$ cat src/rtl/dlfloat_pkg.sv
// Shared DLFloat definitions for the operand loader and its sanitizer.
// DLFloat 16-bit layout: [15] sign, [14:9] exponent, [8:0] mantissa.
// Optional feature macro used by the loader: DLFLOAT_OPCHECK_EN.
package dlfloat_pkg;

    localparam int unsigned DLF_W     = 16;
    localparam int unsigned DLF_EXP_W = 6;
    localparam int unsigned DLF_MAN_W = 9;

    localparam logic [DLF_W-1:0]     DLF_ZERO    = 16'h0000;
    localparam logic [DLF_W-1:0]     DLF_SPECIAL = 16'hFFFF;
    localparam logic [DLF_EXP_W-1:0] DLF_EXP_MAX = 6'h3F;

    // Loader position within a frame: next byte expected is A lo, A hi, B lo, B hi.
    typedef enum logic [1:0] {
        S_A0 = 2'd0,
        S_A1 = 2'd1,
        S_B0 = 2'd2,
        S_B1 = 2'd3
    } ld_state_e;

    function automatic logic [DLF_EXP_W-1:0] dlf_exp(input logic [DLF_W-1:0] v);
        return v[DLF_MAN_W +: DLF_EXP_W];
    endfunction

endpackage

$ cat src/rtl/dlfloat_operand_loader_if.sv
// Stream/operand bundle between the byte source, the loader and the MAC.
//   byte_in/byte_valid/cmd_clr : source -> loader
//   op_a/op_b/op_valid/acc_clr : loader -> MAC
//   busy/frame_err/frames_done : loader status
// master: the byte source / observer side; slave: the loader.
interface dlfloat_operand_loader_if
    import dlfloat_pkg::*;
#(
    parameter int unsigned CNT_W = 8
) ();

    logic [7:0]       byte_in;
    logic             byte_valid;
    logic             cmd_clr;
    logic [DLF_W-1:0] op_a;
    logic [DLF_W-1:0] op_b;
    logic             op_valid;
    logic             acc_clr;
    logic             busy;
    logic             frame_err;
    logic [CNT_W-1:0] frames_done;

    modport master (
        output byte_in, byte_valid, cmd_clr,
        input  op_a, op_b, op_valid, acc_clr, busy, frame_err, frames_done
    );

    modport slave (
        input  byte_in, byte_valid, cmd_clr,
        output op_a, op_b, op_valid, acc_clr, busy, frame_err, frames_done
    );

endinterface

$ cat src/rtl/dlfloat_opcheck.sv
// Combinational DLFloat operand sanitizer.
//   op_i : raw assembled operand
//   op_o : zero/denormal flushed to 0000, exponent-max values forced to FFFF, else op_i
module dlfloat_opcheck
    import dlfloat_pkg::*;
(
    input  logic [DLF_W-1:0] op_i,
    output logic [DLF_W-1:0] op_o
);

    logic [DLF_EXP_W-1:0] exp_field;

    assign exp_field = dlf_exp(op_i);

    always_comb begin
        op_o = op_i;
        if (exp_field == '0) begin
            op_o = DLF_ZERO;
        end else if (exp_field == DLF_EXP_MAX) begin
            op_o = DLF_SPECIAL;
        end
    end

endmodule

$ cat src/rtl/dlfloat_operand_loader.sv
// Byte-serial DLFloat operand pair loader feeding the MAC datapath.
// Frame order: A[7:0], A[15:8], B[7:0], B[15:8]; the pair is presented for one cycle
// after the 4th byte, zeros otherwise. Includes inter-byte timeout abort, clear command
// (acc_clr pulse) and a wrapping completed-frame counter.
//   clk, rst_n : clock, asynchronous active-low reset
//   ld_io      : byte stream in, operand pair / status out (slave modport)
// Macro DLFLOAT_OPCHECK_EN: when defined, operands pass through dlfloat_opcheck.
module dlfloat_operand_loader
    import dlfloat_pkg::*;
#(
    parameter int unsigned TIMEOUT_CYC = 255,
    parameter int unsigned CNT_W       = 8
) (
    input  logic                     clk,
    input  logic                     rst_n,
    dlfloat_operand_loader_if.slave  ld_io
);

    localparam logic [CNT_W-1:0] TO_LAST = CNT_W'(TIMEOUT_CYC - 1);

    ld_state_e        state_q, state_d;
    logic [CNT_W-1:0] cnt_q, cnt_d;
    logic [7:0]       a_lo_q, a_lo_d;
    logic [7:0]       a_hi_q, a_hi_d;
    logic [7:0]       b_lo_q, b_lo_d;
    logic [DLF_W-1:0] op_a_q, op_a_d;
    logic [DLF_W-1:0] op_b_q, op_b_d;
    logic             op_valid_q, op_valid_d;
    logic             acc_clr_q, acc_clr_d;
    logic             err_q, err_d;
    logic [CNT_W-1:0] fd_q, fd_d;

    logic [DLF_W-1:0] a_raw, b_raw;
    logic [DLF_W-1:0] a_out, b_out;

    // B hi comes straight from the bus in the completing cycle.
    assign a_raw = {a_hi_q, a_lo_q};
    assign b_raw = {ld_io.byte_in, b_lo_q};

`ifdef DLFLOAT_OPCHECK_EN
    dlfloat_opcheck u_check_a (
        .op_i (a_raw),
        .op_o (a_out)
    );

    dlfloat_opcheck u_check_b (
        .op_i (b_raw),
        .op_o (b_out)
    );
`else
    assign a_out = a_raw;
    assign b_out = b_raw;
`endif

    always_comb begin
        state_d    = state_q;
        cnt_d      = cnt_q;
        a_lo_d     = a_lo_q;
        a_hi_d     = a_hi_q;
        b_lo_d     = b_lo_q;
        op_a_d     = DLF_ZERO;
        op_b_d     = DLF_ZERO;
        op_valid_d = 1'b0;
        acc_clr_d  = 1'b0;
        err_d      = err_q;
        fd_d       = fd_q;

        // Priority: clear command, then an accepted byte, then timeout.
        if (ld_io.cmd_clr) begin
            state_d   = S_A0;
            cnt_d     = '0;
            err_d     = 1'b0;
            acc_clr_d = 1'b1;
        end else if (ld_io.byte_valid) begin
            cnt_d = '0;
            unique case (state_q)
                S_A0: begin
                    a_lo_d  = ld_io.byte_in;
                    state_d = S_A1;
                end
                S_A1: begin
                    a_hi_d  = ld_io.byte_in;
                    state_d = S_B0;
                end
                S_B0: begin
                    b_lo_d  = ld_io.byte_in;
                    state_d = S_B1;
                end
                S_B1: begin
                    state_d    = S_A0;
                    op_valid_d = 1'b1;
                    op_a_d     = a_out;
                    op_b_d     = b_out;
                    fd_d       = fd_q + CNT_W'(1);
                end
                default: state_d = S_A0;
            endcase
        end else if (state_q == S_A0) begin
            cnt_d = '0;
        end else if (cnt_q == TO_LAST) begin
            state_d = S_A0;
            cnt_d   = '0;
            err_d   = 1'b1;
        end else begin
            cnt_d = cnt_q + CNT_W'(1);
        end
    end

    always_ff @(posedge clk or negedge rst_n) begin
        if (!rst_n) begin
            state_q    <= S_A0;
            cnt_q      <= '0;
            a_lo_q     <= '0;
            a_hi_q     <= '0;
            b_lo_q     <= '0;
            op_a_q     <= DLF_ZERO;
            op_b_q     <= DLF_ZERO;
            op_valid_q <= 1'b0;
            acc_clr_q  <= 1'b0;
            err_q      <= 1'b0;
            fd_q       <= '0;
        end else begin
            state_q    <= state_d;
            cnt_q      <= cnt_d;
            a_lo_q     <= a_lo_d;
            a_hi_q     <= a_hi_d;
            b_lo_q     <= b_lo_d;
            op_a_q     <= op_a_d;
            op_b_q     <= op_b_d;
            op_valid_q <= op_valid_d;
            acc_clr_q  <= acc_clr_d;
            err_q      <= err_d;
            fd_q       <= fd_d;
        end
    end

    assign ld_io.op_a        = op_a_q;
    assign ld_io.op_b        = op_b_q;
    assign ld_io.op_valid    = op_valid_q;
    assign ld_io.acc_clr     = acc_clr_q;
    assign ld_io.busy        = (state_q != S_A0);
    assign ld_io.frame_err   = err_q;
    assign ld_io.frames_done = fd_q;

endmodule

$ cat src/flat_wrapper.sv
// flat-port wrapper written by rule: the top's interface ports become plain ports
module dlfloat_operand_loader_flat import dlfloat_pkg::*;
#(
    parameter int unsigned TIMEOUT_CYC = 255,
    parameter int unsigned CNT_W       = 8
)
  (clk, rst_n, ld_io_byte_in, ld_io_byte_valid, ld_io_cmd_clr, ld_io_op_a, ld_io_op_b, ld_io_op_valid, ld_io_acc_clr, ld_io_busy, ld_io_frame_err, ld_io_frames_done);
  dlfloat_operand_loader_if #(.CNT_W(CNT_W)) ld_io_i ();
  input  logic clk;
  input  logic rst_n;
  input wire logic [$bits(ld_io_i.byte_in)-1:0] ld_io_byte_in;
  input wire logic [$bits(ld_io_i.byte_valid)-1:0] ld_io_byte_valid;
  input wire logic [$bits(ld_io_i.cmd_clr)-1:0] ld_io_cmd_clr;
  output wire logic [$bits(ld_io_i.op_a)-1:0] ld_io_op_a;
  output wire logic [$bits(ld_io_i.op_b)-1:0] ld_io_op_b;
  output wire logic [$bits(ld_io_i.op_valid)-1:0] ld_io_op_valid;
  output wire logic [$bits(ld_io_i.acc_clr)-1:0] ld_io_acc_clr;
  output wire logic [$bits(ld_io_i.busy)-1:0] ld_io_busy;
  output wire logic [$bits(ld_io_i.frame_err)-1:0] ld_io_frame_err;
  output wire logic [$bits(ld_io_i.frames_done)-1:0] ld_io_frames_done;
  assign ld_io_i.byte_in = ld_io_byte_in;
  assign ld_io_i.byte_valid = ld_io_byte_valid;
  assign ld_io_i.cmd_clr = ld_io_cmd_clr;
  assign ld_io_op_a = ld_io_i.op_a;
  assign ld_io_op_b = ld_io_i.op_b;
  assign ld_io_op_valid = ld_io_i.op_valid;
  assign ld_io_acc_clr = ld_io_i.acc_clr;
  assign ld_io_busy = ld_io_i.busy;
  assign ld_io_frame_err = ld_io_i.frame_err;
  assign ld_io_frames_done = ld_io_i.frames_done;
  dlfloat_operand_loader #(.TIMEOUT_CYC(TIMEOUT_CYC), .CNT_W(CNT_W)) u_core (.clk(clk), .rst_n(rst_n), .ld_io(ld_io_i));
endmodule
$ cat config.mk
export PLATFORM = sky130hd
export DESIGN_NAME = dlfloat_operand_loader_flat
export DESIGN_NICKNAME = d
export VERILOG_FILES = /design/src/rtl/dlfloat_pkg.sv /design/src/rtl/dlfloat_operand_loader_if.sv /design/src/rtl/dlfloat_opcheck.sv /design/src/rtl/dlfloat_operand_loader.sv /design/src/flat_wrapper.sv
export SDC_FILE = /design/constraint.sdc
export NUM_CORES = 1
export LEC_CHECK = 0
export CAP_MARGIN = 30
export CORE_UTILIZATION = 51
export CTS_CLUSTER_DIAMETER = 60
export DETAILED_ROUTE_END_ITERATION = 12
export PLACE_DENSITY = 0.84
export SLEW_MARGIN = 5
export SYNTH_ARGS = -nofsm -noshare
export SYNTH_HDL_FRONTEND = slang
export SYNTH_SLANG_ARGS = --single-unit
$ cat constraint.sdc
create_clock -name clk -period 2.07 [get_ports clk]
set_clock_uncertainty 0.1 [all_clocks]
set_input_delay 0.5175 -clock clk [delete_from_list [all_inputs] [get_ports clk]]
set_output_delay 0.5175 -clock clk [all_outputs]
set_load 0.02 [all_outputs]
## After elaboration in Yosys (flattened, before gate mapping)

Cells that the tools add are included.

- Bits in registers: 77
- Bits of input ports: 12
- Output and inout port bits: 44
- Logic and storage cells: 54

- Add/subtract/negate cells: 2
- Eq/ne operators: 7
- Multiplexer cells: 23
- Bitwise gates (word level): 1
- Reductions and logical operators: 10

Operator list:

| kind | count |
|---|---|
| $mux 16 | 6 |
| $mux 8 | 4 |
| $add 8x1->8 const B | 2 |
| $reduce_and 3->1 | 5 |
| $eq 8x8->1 const B | 1 |
| $mux 1 | 8 |
| $mux 2 | 4 |
| $pmux 2 s4 | 1 |
| $eq 2x2->1 const B | 2 |
| $reduce_bool 2->1 | 2 |
| $ne 3x3->1 const B | 1 |
| $reduce_bool 3->1 | 1 |
| $eq 2x1->1 const B | 1 |
| $logic_not 2->1 | 1 |
| $ne 2x1->1 const B | 1 |
| $ne 2x2->1 const B | 1 |
| $reduce_and 2->1 | 1 |
| $not 1->1 | 1 |

## Depth between registers and ports, before layout

- Word-level depth: 5
- Mapped depth: 6
- Mapped depth without buffers: 5

## Worst setup path before layout

No wires, ideal clock.

- Path kind: register to register
- From: register u_core.state_q[0]
- To: register u_core.cnt_q[2]
- Arrival: 1.444 ns
- Required time: 1.898 ns
- Slack: 0.455 ns
- Cell stages (with the launch flop): 7
- Path buffers: 1
- Clock period less this slack: 1.615 ns
- Cells stage by stage: dfrtp_1 inv_1 ha_1 or3_1 buf_2 o21bai_1 nor2_1

- Cells in the longest elaborated chain, start to end: 4

RTL lines:

| element | RTL line | RTL |
|---|---|---|
| from (decl) | dlfloat_operand_loader.sv:21 | `ld_state_e state_q, state_d;` |
| from (signal assigned) | dlfloat_operand_loader.sv:123 | `state_q <= state_d;` |
| $logic_not 2->1 | dlfloat_operand_loader.sv:98 | `end else if (state_q == S_A0) begin` |
| $mux 8 | dlfloat_operand_loader.sv:98 |  |
| $mux 8 | dlfloat_operand_loader.sv:74 | `end else if (ld_io.byte_valid) begin` |
| $mux 8 | dlfloat_operand_loader.sv:69 | `if (ld_io.cmd_clr) begin` |
| named net u_core.cnt_d[2] | dlfloat_operand_loader.sv:22 | `logic [CNT_W-1:0] cnt_q, cnt_d;` |
| to (signal assigned) | dlfloat_operand_loader.sv:124 | `cnt_q <= cnt_d;` |
| to (decl) | dlfloat_operand_loader.sv:22 |  |

The timed path passes the listed nets, and every way through them passes these cells.
A chain may end at the register's enable or synchronous reset.

## Worst setup path after layout

- From: register u_core.state_q[0]
- To: output ld_io_busy

- Cells in the longest elaborated chain, start to end: 1

RTL lines:

| element | RTL line | RTL |
|---|---|---|
| $reduce_bool 2->1 | dlfloat_operand_loader.sv:141 | `assign ld_io.busy = (state_q != S_A0);` |
| to (decl) | flat_wrapper.sv:18 | `output wire logic [$bits(ld_io_i.busy)-1:0] ld_io_busy;` |

No other way between the ends.

==> impl_metrics.toml <==
[critical_path]
crit_top_cell = "inv_1"
cp_num_buf_inv = 3
regToRegSetupSlack_ns = 0.23
path_cells = "inv_1, ha_1, inv_1, clkdlybuf4s15_2"
cp.arrival_ns = 1.39
crit_required_ns = 1.45
worstPathMaxFanout = 4
end_kind = "primary output"
path_class = "reg -> out"
cp_slowest_cell = "dfrtp_1"
slowest_delay_ns = 0.41
startpoint_type = "register"
crit_family = "buffers and inverters"

[power]
ir_drop_v = 0.000402
p_switching_w = 0.000735
clkPwrFrac = 0.341
comb_power_share = 0.108
finalPower_w = 0.00317
p_int_w = 0.00244
swShare = 0.232
power_frac_seq = 0.551
p_per_area_nw_per_um2 = 824
leakage_nw = 1.80

[placement]
numPortBuffers = 55
placed_cell_area_um2 = 3630
gp_congestion = 0.794
dp_hpwl_um = 3350

[logic_synthesis]
netlist_instances = 209
async_flop_share = 1.00
synth-seq-cells = 77
ys_seq_area_frac = 0.660
synth_area_leader_cell = "dfrtp_1"
synthesis.nets = 228
netlist_top_cells_area = "dfrtp_1 (66%), mux2_2 (9.6%), and2_1 (7.1%)"
synth_area_per_cell_um2 = 14.0
yosysMostFrequentCell = "dfrtp_1"
yosysTopAreaCellShare = 0.660
yosys-top-cells-count = "dfrtp_1 (77), and2_1 (33), mux2_2 (25)"
yosysUniqueCellTypes = 33
netlist_area_um2 = 2920
ys.flop_type = "dfrtp_1"
synth_edf_count = 0
yosysWarnings = 0

[global_route]
overflow = 0
grt_pass1_vias = 1755
track_usage = 0.187
grt_max_degree = 37
antenna_found_initial = 0
grt_pass1_wl_um = 8430

[cells_and_area]
final_util = 0.699
antenna_cells = 0
drive_gt1_frac = 0.206
final_cell_area_um2 = 3850
syn2layout_area_growth_pct = 31.7
nets = 300

[timing]
min_period_ns = 2.01
finalSetupViolations = 0
finalHoldViolations = 0
tightest_slew_ns = 0.473
final_max_slew_viol_count = 0
post-route-period-util = 0.971
fmax_mhz = 497
slew_headroom = 0.685

[clocking]
clk_latency_ns = 0.34
clockBufferDepth = 2
clk_pin_slew_ns = 0.08
h-tree-depth = 3
clkSinkCount = 77
cts_tree = "built"
numCtsBuffers = 9
cts_root_buf = "clkbuf_8"

[drt]
via_per_inst = 5.04
remaining_drc_errors = 0
wl_um = 5020
drt-initial-drc-count = 120
vias = 1804
dr.pass1.iters = 4
wl_per_cell_um = 14.0
drtAntennaViolNets = 0

[floorplan]
dieArea_um2 = 6030
rows = 27
die_h_um = 77.7
start_util = 0.530
coreArea_um2 = 5510
pin_count = 56
fp.dieW_um = 77.7

[flow_run]
maxCapViolations = 0

[worst_hold_path]
hp-class = "in -> async"

[run_status]
status = "complete, no violations"
## metrics by stage
step | setup slack, ns | hold WS (ns) | setup TNS, ns | cells
finish | 0.0599 | 0.0289 | 0 | 358
global route | -0.0159 | 0.0503 | -0.0159 | 358
CTS | 0.0262 | 0.0272 | 0 | 356
detailed placement | -0.0126 | 0.363 | -0.0541 | 340
global placement | 0.0255 | 0.356 | 0 | 340
floorplan | 0.455 | 0.122 | 0 | 209
## per-layer routing
| layer | track usage | part of all wire | wire length, um |
|---|---|---|---|
| met5 | 0 | 0 | 0 |
| met4 | 0.0981 | 0.015 | 77 |
| met2 | 0.286 | 0.49 | 2490 |
| met1 | 0.245 | 0.44 | 2220 |
| met3 | 0.0518 | 0.047 | 237 |
## final cells by class
class,count,area [um^2]
fillers,377,1660
flip-flops and latches,77,1930
inverters,6,22.5
clock inverters,2,13.8
clock buffers,14,183
repair buffers,67,667
multi-input cells,120,945
well taps,72,90.1
## cell usage in the layout (no fill, tap or decap), drive strengths merged, types with 2 or more instances in the layout
cell type,n
inv,7
nand4,4
nor3,2
clkbuf,14
and2,33
nor2,5
mux2,25
ha,7
and3,2
a31oi,2
nand3,5
dfrtp,77
xor2,2
buf,13
nand2,6
a211oi,2
o31ai,2
clkdlybuf4s50,52
xnor2,7
a21oi,5
## flip-flops by register name, indices dropped and copies added, names as in the netlist
name	flops
u_core.ld_io.frames_done	8
u_core.ld_io.op_valid	1
u_core.ld_io.op_a	16
u_core.ld_io.acc_clr	1
u_core.b_lo_q	8
u_core.state_q	2
u_core.cnt_q	8
u_core.ld_io.frame_err	1
u_core.a_lo_q	8
u_core.ld_io.op_b	16
u_core.a_hi_q	8
## power groups by stage
stage	logic, W	registers (W)	clock network, W
global placement	0.000328	0.00177	0
global route	0.000380	0.00177	0.00116
finish	0.000343	0.00175	0.00108
detailed placement	0.000343	0.00178	0
floorplan	0.000183	0.00177	0
CTS	0.000343	0.00175	0.00110
## cell families after synthesis
kind of cell | count (synthesis) | synth area share
AO/OA/AOI/OAI | 16 | 0.0368
adder cells (fa/ha/maj) | 7 | 0.0300
buffers and inverters | 12 | 0.0167
AND/OR/NAND/NOR | 63 | 0.133
flip-flops | 77 | 0.660
XOR/XNOR | 9 | 0.0270
multiplexers | 25 | 0.0964
## worst paths after layout
kind                                                         startpoint                                      end  cells after the start
worst max register to register            u_core.state_q[0]$_DFFE_PN0P_                u_core.cnt_q[5]$_DFF_PN0_                      6
worst min-delay path                                              rst_n           u_core.ld_io.op_a[3]$_DFF_PN0_                      1
worst max-delay path                      u_core.state_q[0]$_DFFE_PN0P_                               ld_io_busy                      4
min in group clk                u_core.ld_io.frames_done[7]$_DFFE_PN0P_  u_core.ld_io.frames_done[7]$_DFFE_PN0P_                      1
worst min register to register  u_core.ld_io.frames_done[7]$_DFFE_PN0P_  u_core.ld_io.frames_done[7]$_DFFE_PN0P_                      1
max in group asynchronous                                         rst_n           u_core.ld_io.op_b[9]$_DFF_PN0_                      2
## timing repair
item,in CTS,in global routing
resized for setup,3,1
hold buffers,0,0
setup buffers,0,2
endpoints found under the setup margin,1,2
No activity file was read; power rests on OpenSTA's default activity.
